--- config.mk ---
export PLATFORM = sky130hd
export DESIGN_NAME = mipi_rx_lane_pkt
export DESIGN_NICKNAME = d
export VERILOG_FILES = /design/src/rtl/mipi_rx_lane_pkt.sv
export SDC_FILE = /design/constraint.sdc
export NUM_CORES = 1
export LEC_CHECK = 0
export CORE_MARGIN = 10
export CORE_UTILIZATION = 45
export DETAILED_ROUTE_END_ITERATION = 7
export PLACE_DENSITY = 0.75
export SYNTH_ARGS = -nofsm -noshare
export SYNTH_HDL_FRONTEND = slang
export SYNTH_SLANG_ARGS = --single-unit
export TNS_END_PERCENT = 30
--- constraint.sdc ---
create_clock -name hs_byte_clkd -period 4.12 [get_ports hs_byte_clkd]
set_clock_uncertainty 0.1 [all_clocks]
set_input_delay 0.824 -clock hs_byte_clkd [delete_from_list [all_inputs] [get_ports hs_byte_clkd]]
set_output_delay 0.824 -clock hs_byte_clkd [all_outputs]
set_load 0.01 [all_outputs]
--- src/rtl/mipi_rx_lane_pkt.sv ---
// Byte-level CSI-2 packet receiver for one data lane: header parse with ECC check,
// long-packet payload streaming with CRC-16 check, and SoT / truncation / word-count error flags.
module mipi_rx_lane_pkt #(
    parameter logic [5:0]  SHORT_DT_MAX = 6'h0F,
    parameter bit          CHECK_CRC    = 1'b1,
    parameter logic [15:0] MAX_WC       = 16'hFFFF
) (
    input  logic        hs_byte_clkd,
    input  logic        rst_n,
    input  logic        rx_active,
    input  logic        sync,
    input  logic        errsync,
    input  logic        nosync,
    input  logic [7:0]  hsrx_data,
    output logic        hdr_valid,
    output logic [7:0]  hdr_di,
    output logic [15:0] hdr_wc,
    output logic        ecc_err,
    output logic [7:0]  pay_data,
    output logic        pay_valid,
    output logic        pay_first,
    output logic        pay_last,
    output logic        pkt_done,
    output logic        crc_err,
    output logic        sot_err_corr,
    output logic        sot_err,
    output logic        trunc_err,
    output logic        wc_err
);

    typedef enum logic [2:0] {
        ST_IDLE     = 3'd0,
        ST_HDR      = 3'd1,
        ST_PAYLOAD  = 3'd2,
        ST_CRC      = 3'd3,
        ST_WAIT_EOT = 3'd4
    } state_t;

    // CSI-2 header ECC: six parity bits over {WC_H, WC_L, DI}
    function automatic logic [5:0] ecc_calc(input logic [23:0] d);
        logic [5:0] p;
        p[0] = ^(d & 24'hF12CB7);
        p[1] = ^(d & 24'hF2555B);
        p[2] = ^(d & 24'h749A6D);
        p[3] = ^(d & 24'hB8E38E);
        p[4] = ^(d & 24'hDF03F0);
        p[5] = ^(d & 24'hEFFC00);
        return p;
    endfunction

    // Reflected CRC-16 (0x8408), one byte, LSB first
    function automatic logic [15:0] crc_upd(input logic [15:0] c_in, input logic [7:0] d);
        logic [15:0] c;
        c = c_in;
        for (int i = 0; i < 8; i++) begin
            if (c[0] ^ d[i]) begin
                c = (c >> 1) ^ 16'h8408;
            end else begin
                c = c >> 1;
            end
        end
        return c;
    endfunction

    state_t      state_r, state_s;
    logic [15:0] cnt_r, cnt_s;
    logic [1:0]  idx_r, idx_s;
    logic [7:0]  di_r, di_s, wc_l_r, wc_l_s, wc_h_r, wc_h_s, crc_lo_r, crc_lo_s;
    logic [15:0] crc_r, crc_s;
    logic        hdr_valid_r, hdr_valid_s, ecc_err_r, ecc_err_s;
    logic [7:0]  hdr_di_r, hdr_di_s, pay_data_r, pay_data_s;
    logic [15:0] hdr_wc_r, hdr_wc_s;
    logic        pay_valid_r, pay_valid_s, pay_first_r, pay_first_s, pay_last_r, pay_last_s;
    logic        pkt_done_r, pkt_done_s, crc_err_r, crc_err_s;
    logic        sot_err_corr_r, sot_err_corr_s, sot_err_r, sot_err_s;
    logic        trunc_err_r, trunc_err_s, wc_err_r, wc_err_s;
    logic [15:0] wc_cat_s;
    logic [23:0] hdr_bits_s;

    assign wc_cat_s   = {wc_h_r, wc_l_r};
    assign hdr_bits_s = {wc_h_r, wc_l_r, di_r};

    // Next-state and next-output logic
    always_comb begin
        state_s        = state_r;
        cnt_s          = cnt_r;
        idx_s          = idx_r;
        di_s           = di_r;
        wc_l_s         = wc_l_r;
        wc_h_s         = wc_h_r;
        crc_lo_s       = crc_lo_r;
        crc_s          = crc_r;
        hdr_di_s       = hdr_di_r;
        hdr_wc_s       = hdr_wc_r;
        pay_data_s     = pay_data_r;
        hdr_valid_s    = 1'b0;
        ecc_err_s      = 1'b0;
        pay_valid_s    = 1'b0;
        pay_first_s    = 1'b0;
        pay_last_s     = 1'b0;
        pkt_done_s     = 1'b0;
        crc_err_s      = 1'b0;
        trunc_err_s    = 1'b0;
        wc_err_s       = 1'b0;
        sot_err_corr_s = errsync;
        sot_err_s      = nosync;

        case (state_r)
            ST_IDLE: begin
                if ((sync || errsync) && rx_active) begin
                    state_s = ST_HDR;
                    idx_s   = 2'd0;
                    crc_s   = 16'hFFFF;
                end else begin
                    state_s = ST_IDLE;
                end
            end
            ST_HDR: begin
                if (!rx_active) begin
                    trunc_err_s = 1'b1;
                    state_s     = ST_IDLE;
                end else begin
                    idx_s = idx_r + 2'd1;
                    case (idx_r)
                        2'd0:    di_s   = hsrx_data;
                        2'd1:    wc_l_s = hsrx_data;
                        2'd2:    wc_h_s = hsrx_data;
                        default: begin
                            hdr_valid_s = 1'b1;
                            hdr_di_s    = di_r;
                            hdr_wc_s    = wc_cat_s;
                            ecc_err_s   = ({2'b00, ecc_calc(hdr_bits_s)} != hsrx_data);
                            idx_s       = 2'd0;
                            if (di_r[5:0] <= SHORT_DT_MAX) begin
                                pkt_done_s = 1'b1;
                                state_s    = ST_WAIT_EOT;
                            end else if (wc_cat_s == 16'd0) begin
                                state_s = ST_CRC;
                            end else if ({1'b0, wc_cat_s} > {1'b0, MAX_WC}) begin
                                wc_err_s = 1'b1;
                                state_s  = ST_WAIT_EOT;
                            end else begin
                                cnt_s   = wc_cat_s;
                                state_s = ST_PAYLOAD;
                            end
                        end
                    endcase
                end
            end
            ST_PAYLOAD: begin
                if (!rx_active) begin
                    trunc_err_s = 1'b1;
                    state_s     = ST_IDLE;
                end else begin
                    pay_valid_s = 1'b1;
                    pay_data_s  = hsrx_data;
                    pay_first_s = (cnt_r == hdr_wc_r);
                    pay_last_s  = (cnt_r == 16'd1);
                    crc_s       = crc_upd(crc_r, hsrx_data);
                    cnt_s       = cnt_r - 16'd1;
                    if (cnt_r == 16'd1) begin
                        idx_s   = 2'd0;
                        state_s = ST_CRC;
                    end else begin
                        state_s = ST_PAYLOAD;
                    end
                end
            end
            ST_CRC: begin
                if (!rx_active) begin
                    trunc_err_s = 1'b1;
                    state_s     = ST_IDLE;
                end else if (idx_r == 2'd0) begin
                    crc_lo_s = hsrx_data;
                    idx_s    = 2'd1;
                end else begin
                    pkt_done_s = 1'b1;
                    crc_err_s  = CHECK_CRC && ({hsrx_data, crc_lo_r} != crc_r);
                    state_s    = ST_WAIT_EOT;
                end
            end
            ST_WAIT_EOT: begin
                if (!rx_active) begin
                    state_s = ST_IDLE;
                end else begin
                    state_s = ST_WAIT_EOT;
                end
            end
            default: state_s = ST_IDLE;
        endcase
    end

    // State and registered outputs
    always_ff @(posedge hs_byte_clkd or negedge rst_n) begin
        if (!rst_n) begin
            state_r        <= ST_IDLE;
            cnt_r          <= 16'd0;
            idx_r          <= 2'd0;
            di_r           <= 8'd0;
            wc_l_r         <= 8'd0;
            wc_h_r         <= 8'd0;
            crc_lo_r       <= 8'd0;
            crc_r          <= 16'hFFFF;
            hdr_di_r       <= 8'd0;
            hdr_wc_r       <= 16'd0;
            pay_data_r     <= 8'd0;
            hdr_valid_r    <= 1'b0;
            ecc_err_r      <= 1'b0;
            pay_valid_r    <= 1'b0;
            pay_first_r    <= 1'b0;
            pay_last_r     <= 1'b0;
            pkt_done_r     <= 1'b0;
            crc_err_r      <= 1'b0;
            sot_err_corr_r <= 1'b0;
            sot_err_r      <= 1'b0;
            trunc_err_r    <= 1'b0;
            wc_err_r       <= 1'b0;
        end else begin
            state_r        <= state_s;
            cnt_r          <= cnt_s;
            idx_r          <= idx_s;
            di_r           <= di_s;
            wc_l_r         <= wc_l_s;
            wc_h_r         <= wc_h_s;
            crc_lo_r       <= crc_lo_s;
            crc_r          <= crc_s;
            hdr_di_r       <= hdr_di_s;
            hdr_wc_r       <= hdr_wc_s;
            pay_data_r     <= pay_data_s;
            hdr_valid_r    <= hdr_valid_s;
            ecc_err_r      <= ecc_err_s;
            pay_valid_r    <= pay_valid_s;
            pay_first_r    <= pay_first_s;
            pay_last_r     <= pay_last_s;
            pkt_done_r     <= pkt_done_s;
            crc_err_r      <= crc_err_s;
            sot_err_corr_r <= sot_err_corr_s;
            sot_err_r      <= sot_err_s;
            trunc_err_r    <= trunc_err_s;
            wc_err_r       <= wc_err_s;
        end
    end

    assign hdr_valid    = hdr_valid_r;
    assign hdr_di       = hdr_di_r;
    assign hdr_wc       = hdr_wc_r;
    assign ecc_err      = ecc_err_r;
    assign pay_data     = pay_data_r;
    assign pay_valid    = pay_valid_r;
    assign pay_first    = pay_first_r;
    assign pay_last     = pay_last_r;
    assign pkt_done     = pkt_done_r;
    assign crc_err      = crc_err_r;
    assign sot_err_corr = sot_err_corr_r;
    assign sot_err      = sot_err_r;
    assign trunc_err    = trunc_err_r;
    assign wc_err       = wc_err_r;

endmodule

; After elaboration in Yosys (flattened, before gate mapping)
; Cells that the tools add are included.
[word_totals]
reg_bits = 111
input_bits = 14
out_inout_bits = 43
wordCells = 161
[classes]
add_sub_neg = 2
magnitude_cmp = 1
eq_ne = 21
mux = 73
bitwise_logic = 17
reduce_logical = 26
[ops]
columns = operator, n
row1 = $mux W16, 29
row2 = $reduce_xor A24 Y1, 6
row3 = $pmux W16 S2, 2
row4 = $mux W1, 25
row5 = $not A2 Y3, 8
row6 = $mux W3, 6
row7 = $ne A2 B2 Y1 const B, 9
row8 = $reduce_and A3 Y1, 6
row9 = $eq A16 B1 Y1 const B, 1
row10 = $eq A16 B16 Y1, 1
row11 = $logic_not A16 Y1, 1
row12 = $mux W2, 8
row13 = $ne A16 B16 Y1, 1
row14 = $sub A16 B1 Y16 const B, 1
row15 = $pmux W3 S5, 1
row16 = $ne A6 B8 Y1, 1
row17 = $pmux W2 S4, 1
row18 = $xor A1 B1 Y1, 8
row19 = $reduce_and A7 Y1, 1
row20 = $eq A3 B2 Y1 const B, 2
row21 = $le A6 B4 Y1 const B, 1
row22 = $ne A3 B3 Y1 const B, 2
row23 = $reduce_and A6 Y1, 1
row24 = $reduce_or A3 Y1, 2
row25 = other kinds (14), 16

; Depth between registers and ports, before layout
; Gate-level depths: netlist of run 1.
[logic_depth]
ltp_word = 32
ltp_mapped = 8
mapped_depth_nobuf = 8

; Worst setup path after synthesis of run 1
; Ideal clock, no wire load.
[synth_path]
path_kind = input to register
start = in rx_active
end = reg hdr_di_r[3], in the netlist hdr_di[3]
setup_ns = 0.127
arrival_ns = 2.260
required_ns = 3.893
path_slack_ns = 1.633
path_stages = 7
path_buffers = 3
cell_sequence = clkbuf_1 > nor2b_1 > and2_1 > clkbuf_1 > nand2_1 > clkbuf_1 > mux2_1
[synth_via]
elab_chain_cells = 1
[synth_lines]
columns = element, line_no
row1 = start: declaration, 10  ; input logic rx_active,
row2 = $reduce_and A3 Y1 (no source line), n/a
row3 = end signal: assignment, 227  ; hdr_di_r <= hdr_di_s;
row4 = end: declaration, 71  ; logic [7:0] hdr_di_r, hdr_di_s, pay_data_r, pay_data_s;
; Every way passes these cells.
; A chain may end at the register's enable or synchronous reset.

; Worst setup path in the final report of run 1
[layout_path]
start = in rx_active
end = reg cnt_r[7]
[layout_via]
elab_chain_cells = 2
elab_cells_between_ends = 3
cone_classes = eq/ne: 2 / reduce/logical: 1
[layout_lines]
columns = element, line_no
row1 = $ne A2 B2 Y1 (no source line), n/a
row2 = $reduce_and A6 Y1 (no source line) (*), n/a
row3 = end signal: assignment, 220  ; cnt_r <= cnt_s;
row4 = end: declaration, 66  ; logic [15:0] cnt_r, cnt_s;
; Mark *: on every way between the ends. The rest lies on a longest branch, timed or not.

==> impl_results.md, run 1 <==
* Largest family of logic cells by synthesized area: XOR/XNOR gates
* CTS root buf: clkbuf_16
* Maxcap violations at 0
* Status: finished clean
* Slowest stage delay, CP at 0.63 ns
* Dpl hpwl at 10.3 mm
* Yosys top cell area share at 0.408
* Critical path arrival at about 2.8 ns
* Worst hold slack at between 0.3 and 0.4 ns
* Top-count cell post-synth: dfrtp_1
* Post-DP Area at about 0.0065 mm²
* Peak VDD IR at approximately 0.00045 V
* Gr ovfl total at 0
* Share of cells above drive strength 1 at 0.121
* Post-synth cell types at 53
* Number of global-route vias before repair at ~4400
* Finished Core Util at 0.537
* Final nets at 645
* Async set-reset flop share out of synthesis at 1.00
* Number of synthesized flops with an enable pin at 0
* Post-synthesis register bit count at between 100 and 150
* Fin area at 0.00680 mm²
* I/O pins at 57
* Compound-Gate Fraction of Synth Area at 0.101
* Clock buffer depth at 2
* Post-route ant nets at 0
* Setup violators final at 0
* Clock Latency Late Sink at between 0.3 and 0.4 ns
* Final hold vios at 0
* Core area at between 0.01 and 0.015 mm²
* Worst slew pin tran at between 0.8 and 0.9 ns
* Syn Std Cell Area at a little under 0.006 mm²
* Most used DFF post-synth: dfrtp_1
* Slew Viols, Final at 0
* Crit-path max FO at 26
* Syn avg cell area at just over 10 µm²
* Vias at between 4000 and 5000
* Syn_nets at around 610
* RSZ-0062 raised after global routing: no
* Static leakage at 2.93 nW
* FP Rows at between 40 and 50
* Post-CTS sizing at 0
* Ys Warns at 0
* Top post-synthesis cells by area: dfrtp_1 (41%), xnor2_1 (10%), dfstp_2 (7.2%)
* Clock H-tree levels at 3
* Post-CTS setup buffers at 0
* Simple-gate area share of the yosys netlist at 0.121
* Initial DRC Count at about 400
* Total power at about 5.7 mW
* Final Cycle Share at 0.641
* Crit-path cells: clkdlybuf4s50_1 > nand3_1 > buf_4 > inv_2 > a31o_2 > o21ai_0 > o2bb2ai_1
* Critical Path Slowest Stage Cell: clkdlybuf4s50_1
* Die X at around 130 µm
* Final Wtd Congestion at roughly 0.9
* Final wirelength at 14.4 mm
* Synth-to-Final Area Change at 16.6%
* Post-synthesis mux area share at 0.0768
* Setup TNS at 0 ns
* Min cycle time layout at roughly 2.6 ns
* Largest net degree at the start of global routing at 56
* Crit start category: primary input
* Via density at around 5.5
* Tot GR Track Use at 0.163
* Cells after Synth at 577
* Pre-antenna DRT Iters at 5
* Die ar. at approximately 0.018 mm²
* # port buffers at 55
* Drt drc at 0
* Wire per inst at 18.1 µm
* TritonCTS Buffers at 9
* Initial Utilization at 0.460
* TritonCTS clock tree: built
* Hold buffer count at cts at 0
* Fmax at ~0.38 GHz
* Initial antenna violation count at 0
* Die height at 134 µm
* Top post-synthesis cells by count: dfrtp_1 (95), xnor2_1 (67), nand2_1 (59)
* Post-Synth XOR/XNOR Area at 0.150
* Worst-path clk slew at around 0.07 ns
* Post-synth top area cell: dfrtp_1
* Register area share after synthesis at 0.480
* Clock sink total at 111
* Worst path required time at 4.26 ns
* Synth Area in Adders at 0.0322
* Element type at the critical path end: flip-flop
* CP Class: primary input to flip-flop
* P per Cell Area at roughly 840 mW/mm²
* Diodes inserted at 0
* First-pass GRT wire length at 23.4 mm
* Relative slew margins at 0.453
* Worst Hold Class: flip-flop to flip-flop
[per-stage QoR]
stage	setup WS (ns)	std cells
floorplan	1.63	577
detailed placement	1.17	777
global placement	1.23	777
global route	1.35	793
CTS	1.53	793
finish	1.48	793
[logic make-up (layout without fill, tap and decap cells)]
kind of cell,Yosys count,count (layout)
and+or+nand+nor,153,153
DFF,111,111
AOI/OAI and AO/OA,102,102
xor gates and xnor gates,97,97
buffers and inverters,58,102
muxes,40,40
adders and majority gates,15,15
other,1,1
[final cells by class]
cell class / instances / area, µm²
fill: 1120 / 5870
multi-input combinational: 408 / 2810
sequential: 111 / 2800
tap: 172 / 215
clock inverter: 3 / 23.8
inverter: 26 / 97.6
timing repair buffer: 60 / 586
clock buffer: 13 / 272
[power by group]
part	total, mW	internal, mW	switching, mW
registers	2.00	1.52	0.486
logic	2.83	1.42	1.41
clock network	0.869	0.469	0.400
total	5.70	3.41	2.29
[cells in the final DEF (no fill, tap or decap), drive strengths merged, types with 2 or more instances in the layout]
master | Yosys | routed
o22a | 2 | 2
dfstp | 16 | 16
nor4 | 11 | 11
o2bb2ai | 2 | 2
nand3b | 2 | 2
nand4 | 9 | 9
nand3 | 6 | 6
buf | 5 | 6
clkbuf | 27 | 13
a22oi | 2 | 2
xnor3 | 2 | 2
xor2 | 28 | 28
mux2i | 2 | 2
a31oi | 4 | 4
inv | 26 | 28
mux2 | 38 | 38
or4 | 3 | 3
and2 | 2 | 2
a21oi | 30 | 30
dfrtp | 95 | 95
nor2 | 39 | 39
ha | 15 | 15
xnor2 | 67 | 67
nor2b | 2 | 2
nand2b | 3 | 3
o32ai | 2 | 2
clkdlybuf4s50 | 0 | 54
nand2 | 59 | 59
o21ai | 47 | 47
nor3 | 14 | 14
[critical path, delay by kind of cell]
family | cells | cell delay (ns)
AND/OR/NAND/NOR | 1 | 0.12
buffers and inverters | 3 | 1.20
AO/OA/AOI/OAI | 3 | 0.63
[sequential cells by signal (all words and copies together), names as in the netlist]
name	cells
pay_valid	1
sot_err	1
idx_r	2
crc_lo_r	8
pay_first	1
hdr_di	8
pay_last	1
cnt_r	16
wc_l_r	8
sot_err_corr	1
pay_data	8
hdr_valid	1
ecc_err	1
di_r	8
crc_err	1
trunc_err	1
wc_h_r	8
crc_r	16
pkt_done	1
hdr_wc	16
state_r	3
[metal layers]
metal	part of all wire	vias to the layer above	wire length, µm	GRT usage
li1	-	2026	-	-
met3	0.077	19	1110	0.0553
met1	0.43	2171	6120	0.202
met2	0.48	161	6880	0.263
met5	0	-	0	0
met4	0.017	0	239	0.0472
[path summary, 6_finish.rpt]
kind / startpoint / end / slack [ns] / cells past startpoint
max: rx_active / cnt_r[7]$_DFFE_PN0P_ / 1.48 / 7
min: pay_data[4]$_DFFE_PN0P_ / pay_data[4]$_DFFE_PN0P_ / 0.39 / 2
max reg2reg: cnt_r[6]$_DFFE_PN0P_ / cnt_r[15]$_DFFE_PN0P_ / 1.65 / 5
min reg2reg: pay_data[4]$_DFFE_PN0P_ / pay_data[4]$_DFFE_PN0P_ / 0.39 / 2
max in group asynchronous: rst_n / hdr_wc[13]$_DFFE_PN0P_ / 2.55 / 2
min in group asynchronous: rst_n / hdr_wc[8]$_DFFE_PN0P_ / 0.43 / 1
Power figures use the tool's default switching activity.
==> inputs of run 2 (changes only) <==
- PLACE_DENSITY: 0.75 -> 0.78
- clock period: 4.12 -> 2.18 ns (I/O delays scaled with it)
==> impl_results.md, run 2 (synthesized netlist as in run 1, its figures left out) <==
* Clock H-tree levels at 3 (unchanged)
* CTS root buf: clkbuf_16
* Worst Hold Class: flip-flop to flip-flop
* Worst R2R Path Depth at 5 (unchanged)
* Post-Place Cells at 831 (+6.9%)
* Net Sw Frac at 0.397 (-0.00509)
* Sequential share of power at 0.314 (-0.037)
* Initial DRC Count at 247 (-39%)
* Crit start category: flip-flop
* Diodes inserted at 0 (unchanged)
* Core area at 0.0127 mm² (unchanged)
* Synth-to-Final Area Change at 26.6%
* Clock power frac at 0.149 (-0.003)
* Slew Viols, Final at 0 (unchanged)
* CP Class: flip-flop to flip-flop
* Clock Latency Late Sink at 0.37 ns (+0.02 ns)
* Final-layout fill cell count at 1046 (-6.6%)
* RR Endpoint: cnt_r[15]$_DFFE_PN0P_
* Final wirelength at 14.8 mm (+3.1%)
* Largest net degree at the start of global routing at 41 (-27%)
* Worst slew pin tran at 0.676 ns (-0.143 ns)
* Comb power frac at 0.538 (+0.041)
* Final Wtd Congestion at 0.900 (-0.68%)
* Failing checks: setup timing
* Worst hold slack at 0.385 ns (-0.00479 ns)
* Min cycle time layout at between 2 and 2.5 ns
* Setup violators final at 1 (+1)
* Status: finished with violations
* Number of global-route vias before repair at 4753 (+7.1%)
* Die height at 134 µm (unchanged)
* Reg2reg start: cnt_r[8]$_DFFE_PN0P_
* Element type at the critical path end: flip-flop
* Worst-path clk slew at 0.07 ns (about the same)
* TritonCTS clock tree: built
* Final hold vios at 0 (unchanged)
* Final Cycle Share at 1.01
* Clock sink total at 111 (unchanged)
* Post-place setup slack at -0.127 ns (-1.30 ns)
* P per Cell Area at 1560 mW/mm² (+87%)
* Finished Layout Cells at 850 (+7.2%)
* Drt drc at 0 (unchanged)
* Total power at 11.5 mW (+100%)
* Switching pwr at 4.58 mW (+100%)
* Internal power at 6.96 mW (+100%)
* Via density at 5.36 (-2.9%)
* Share of cells above drive strength 1 at 0.209 (+0.0887)
* First-pass GRT wire length at 24.3 mm (+4.0%)
* Dpl hpwl at 11.2 mm (+8.2%)
* Worst hold endpoint: hdr_di[5]$_DFFE_PN0P_
* Vias at 4556 (+4.1%)
* Initial antenna violation count at 0 (unchanged)
* Min-delay src: hdr_di[5]$_DFFE_PN0P_
* Commonest non-fill, non-tap cell in the layout: dfrtp_1
* Setup ws final at -0.0250 ns (-1.51 ns)
* Pre-antenna DRT Iters at 7 (+2)
* Cell depth of the worst hold path at 2 (unchanged)
* # port buffers at 55 (unchanged)
* Post-route ant nets at 0 (unchanged)
* RSZ-0062 raised after global routing: yes
* Setup TNS at -0.0250 ns (-0.0250 ns)
* Flop2flop setup slack at -0.02 ns (-1.67 ns)
* Relative slew margins at 0.550 (+0.0963)
* FP Rows at 41 (unchanged)
* TritonCTS Buffers at 9 (unchanged)
* Crit-path max FO at 3 (-88%)
* Final nets at 702 (+8.8%)
* Clock buffer depth at 2 (unchanged)
* Static leakage at 3.26 nW (+11%)
* Critical path arrival at 2.34 ns (-0.44 ns)
* Wire per inst at 17.4 µm (-3.8%)
* Initial Utilization at 0.460 (unchanged)
* Maxcap violations at 0 (unchanged)
* Die X at 134 µm (unchanged)
* Worst path required time at 2.32 ns (-1.94 ns)
* Gr ovfl total at 0 (unchanged)
* Most frequent cells in the layout: dfrtp_1 (95), xnor2_1 (67), nand2_1 (58)
* Peak VDD IR at 0.000809 V (+78%)
* I/O pins at 57 (unchanged)
* Tot GR Track Use at 0.168 (+0.00502)
* Die ar. at 0.0179 mm² (unchanged)
* Fmax at 0.454 GHz
==> run 2: what timing repair did <==
action | CTS | global route
setup buffers | 0 | 2
hold buffers | 1 | 0
pin swaps | 0 | 6
resized for setup | 3 | 8
setup endpoints to repair | 4 | 14
hold endpoints to repair | 33 | 0
==> run 2: power by group through the flow <==
| stage | combinational, mW | clock (mW) | sequential (mW) |
|---|---|---|---|
| after detailed placement | 6.03 | 0 | 3.63 |
| after global placement | 5.84 | 0 | 3.58 |
| after floorplan | 4.13 | 0 | 3.57 |
| final | 6.20 | 1.72 | 3.62 |
| after CTS | 6.11 | 1.74 | 3.61 |
| after global routing | 6.78 | 1.82 | 3.72 |
==> run 2: through the flow <==
step | area (µm²) | util
2_1_floorplan | 5840 | -
3_3_place_gp | 7000 | 0.552
3_5_place_dp | 7000 | 0.552
4_1_cts | 7340 | 0.579
5_1_grt | 7380 | 0.583
6_report | 7380 | 0.583
==> run 2: how the worst max path moves through the flow <==
stage	to	startpoint	depth (start not counted)	slack, ns
finish	cnt_r[15]$_DFFE_PN0P_	cnt_r[8]$_DFFE_PN0P_	5	-0.02
global route	cnt_r[15]$_DFFE_PN0P_	cnt_r[8]$_DFFE_PN0P_	5	-0.08
CTS	cnt_r[15]$_DFFE_PN0P_	cnt_r[8]$_DFFE_PN0P_	6	-0.008
detailed placement	ecc_err$_DFF_PN0_	hsrx_data[1]	7	-0.13
global placement	ecc_err$_DFF_PN0_	hsrx_data[1]	7	-0.07
floorplan	cnt_r[15]$_DFFE_PN0P_	cnt_r[7]$_DFFE_PN0P_	6	-0.06
==> run 2: final cells by class <==
| class | count | area (µm²) | share of cell area |
|---|---|---|---|
| clock buffer | 12 | 256 | 0.0347 |
| clock inverter | 4 | 53.8 | 0.00729 |
| inverter | 26 | 97.6 | 0.0132 |
| multi-input combinational | 408 | 2860 | 0.387 |
| sequential | 111 | 2800 | 0.379 |
| tap | 172 | 215 | 0.0291 |
| timing repair buffer | 117 | 1100 | 0.149 |
==> run 2: per-layer routing <==
metal  part of all wire  wire length (µm)  global-route usage  vias up
li1                   -                 -                   -     2158
met1               0.42              6260               0.202     2244
met2               0.49              7300               0.276      132
met3              0.069              1020              0.0579       22
met4              0.015               221              0.0532        0
met5                  0                 0                   0        -
==> run 2: worst max-delay path: stages, from the launching register on <==
cell and delay (ns):
dfrtp_1 0.38, or3_4 0.39, or4_4 0.45, or4_4 0.45, o32ai_2 0.22, a21oi_1 0.09
==> inputs of run 3 (changes only) <==
--- a/config.mk
+++ b/config.mk
@@ -6,5 +6,5 @@
 export NUM_CORES = 1
 export LEC_CHECK = 0
-export CORE_MARGIN = 10
+export CORE_MARGIN = 5
 export CORE_UTILIZATION = 45
 export DETAILED_ROUTE_END_ITERATION = 7
==> constraint.sdc (replaced) <==
create_clock -name hs_byte_clkd -period 2.18 [get_ports hs_byte_clkd]
set_clock_uncertainty 0.1 [all_clocks]
set_input_delay 0.327 -clock hs_byte_clkd [delete_from_list [all_inputs] [get_ports hs_byte_clkd]]
set_output_delay 0.327 -clock hs_byte_clkd [all_outputs]
set_load 0.01 [all_outputs]
==> impl_results.md, run 3 (synthesized netlist as in run 1, its figures left out) <==
* Final nets at 693 (-1.3%)
* Post-DP Area at 0.00689 mm² (-1.6%)
* Share of cells above drive strength 1 at 0.191 (-0.0181)
* Maxcap violations at 0 (unchanged)
* Static leakage at 3.18 nW (-2.3%)
* CP bufs+invs at 0 (unchanged)
* Tot GR Track Use at 0.203 (+0.0351)
* # port buffers at 55 (unchanged)
* Element type at the critical path end: flip-flop
* Worst hold slack at 0.313 ns (-0.0718 ns)
* Via density at 5.40 (+0.76%)
* Clock sink total at 111 (unchanged)
* Worst Hold Class: primary input to flip-flop
* Diodes inserted at 0 (unchanged)
* Clock buffer depth at 2 (unchanged)
* Clock H-tree levels at 3 (unchanged)
* Total power at 11.3 mW (-1.9%)
* Largest net degree at the start of global routing at 54 (+32%)
* Final hold vios at 0 (unchanged)
* Final wirelength at 14.5 mm (-1.8%)
* Most frequent cells in the layout: dfrtp_1 (94), xnor2_1 (67), nand2_1 (58)
* Pre-antenna DRT Iters at 6 (-1)
* Initial antenna violation count at 0 (unchanged)
* Min cycle time layout at 2.20 ns (-0.00843 ns)
* Commonest non-fill, non-tap cell in the layout: dfrtp_1
* Drt drc at 0 (unchanged)
* Final-layout fill cell count at 1036 (-0.96%)
* Fin area at 0.00723 mm² (-2.1%)
* Post-place setup slack at -0.0192 ns (+0.107 ns)
* RSZ-0062 raised after global routing: yes
* Post-Place Cells at 823 (-0.96%)
* Failing checks: setup timing
* I/O pins at 57 (unchanged)
* Post-route ant nets at 0 (unchanged)
* Slew Viols, Final at 0 (unchanged)
* Dpl hpwl at 10.8 mm (-3.6%)
* P per Cell Area at 1570 mW/mm² (+0.19%)
* Setup violators final at 1 (unchanged)
* Worst slew pin tran at 0.540 ns (-0.135 ns)
* Core area at 0.0127 mm² (unchanged)
* Slowest stage delay, CP at 0.45 ns (about the same)
* Vias at 4542 (-0.31%)
* Crit-path max FO at 4 (+1)
* Synth-to-Final Area Change at 23.9%
* Initial DRC Count at 315 (+28%)
* Relative slew margins at 0.636 (+0.0868)
* Gr ovfl total at 0 (unchanged)
* Final Wtd Congestion at 0.923 (+2.6%)
* Finished Core Util at 0.571 (-0.0121)
* Final Cycle Share at 1.01 (-0.00387)
* Number of global-route vias before repair at 4600 (-3.2%)
* Finished Layout Cells at 841 (-1.1%)
* Peak VDD IR at 0.00100 V (+24%)
* TritonCTS Buffers at 9 (unchanged)
* Critical path arrival at 2.32 ns (-0.02 ns)
* Setup TNS at -0.0166 ns (+0.00843 ns)
* Crit start category: flip-flop
* First-pass GRT wire length at 23.9 mm (-1.7%)
* Kind of cell adding the most delay to the critical path: simple AND/OR/NAND/NOR gates
* Worst-path clk slew at 0.07 ns (about the same)
* Worst path required time at 2.31 ns (about the same)
* Die ar. at 0.0153 mm² (-14%)
* Wire per inst at 17.3 µm (-0.78%)
* Initial Utilization at 0.460 (unchanged)
* CP Class: flip-flop to flip-flop
* FP Rows at 41 (unchanged)
* CP dominant cell by count: or4_4
* Clock Latency Late Sink at 0.35 ns (-0.02 ns)
* TritonCTS clock tree: built
* Critical Path Slowest Stage Cell: or4_4
* Status: finished with violations
* Setup ws final at -0.0166 ns (+0.00843 ns)
* Die height at 124 µm (-7.5%)
* Die X at 124 µm (-7.5%)
* Fmax at 0.455 GHz (+0.38%)
* Crit-path cells: or3_4 > or4_4 > or4_4 > o32ai_2 > a21oi_1
* CTS root buf: clkbuf_16
run 3: cell count changes in the layout (fill, tap and decap cells not counted), moves of 2 or more:
cell      previous run  this run
a21oi_1             28        30
a21oi_2              2         0
clkbuf_1             1         3
buf_4               55        49
buf_12               7         3
run 3: worst reg2reg max path, stage by stage (launching register included):
cell and delay, ns:
dfrtp_1 0.38, or3_4 0.39, or4_4 0.45, or4_4 0.44
o32ai_2 0.22, a21oi_1 0.10
run 3: path summary, 6_finish.rpt:
path,cells past startpoint,slack (ns),start,endpoint
worst max-delay path,5,-0.02,cnt_r[8]$_DFFE_PN0P_,cnt_r[15]$_DFFE_PN0P_
worst min-delay path,1,0.31,nosync,sot_err$_DFF_PN0_
worst max register to register,5,-0.02,cnt_r[8]$_DFFE_PN0P_,cnt_r[15]$_DFFE_PN0P_
worst min register to register,2,0.39,pay_data[3]$_DFFE_PN0P_,pay_data[3]$_DFFE_PN0P_
max in group asynchronous,3,0.89,rst_n,di_r[0]$_DFFE_PN0P_
min in group asynchronous,2,0.36,rst_n,cnt_r[11]$_DFFE_PN0P_
run 3: repair_timing:
| action | 4_1_cts | 5_1_grt |
|---|---|---|
| gates resized for setup | 2 | 6 |
| setup buffers | 0 | 1 |
| setup endpoints to repair | 1 | 20 |
| hold buffers | 1 | 0 |
| endpoints found under the hold margin | 28 | 0 |
| pin swaps | 0 | 2 |
run 3: cell type report:
type | instances | area, µm² | area share
Tap cell | 172 | 215 | 0.0298
Timing Repair Buffer | 108 | 990 | 0.137
Multi-Input combinational cell | 408 | 2840 | 0.392
Sequential cell | 111 | 2800 | 0.387
Clock buffer | 13 | 250 | 0.0346
Inverter | 26 | 97.6 | 0.0135
Clock inverter | 3 | 42.5 | 0.00588
run 3: per-layer routing:
metal  up-vias  track usage  wire [µm]
met3        30       0.0463        897
li1       2132            -          -
met5         -            0          0
met1      2219        0.277       6400
met4         0       0.0623        359
met2       161        0.323       6870
run 3: where the power goes:
group | leakage (nW) | total (mW) | internal, mW | switching, mW
registers | 1.41 | 3.62 | 2.87 | 0.749
clock network | 0.140 | 1.65 | 0.923 | 0.732
logic | 1.63 | 6.05 | 3.05 | 3.00
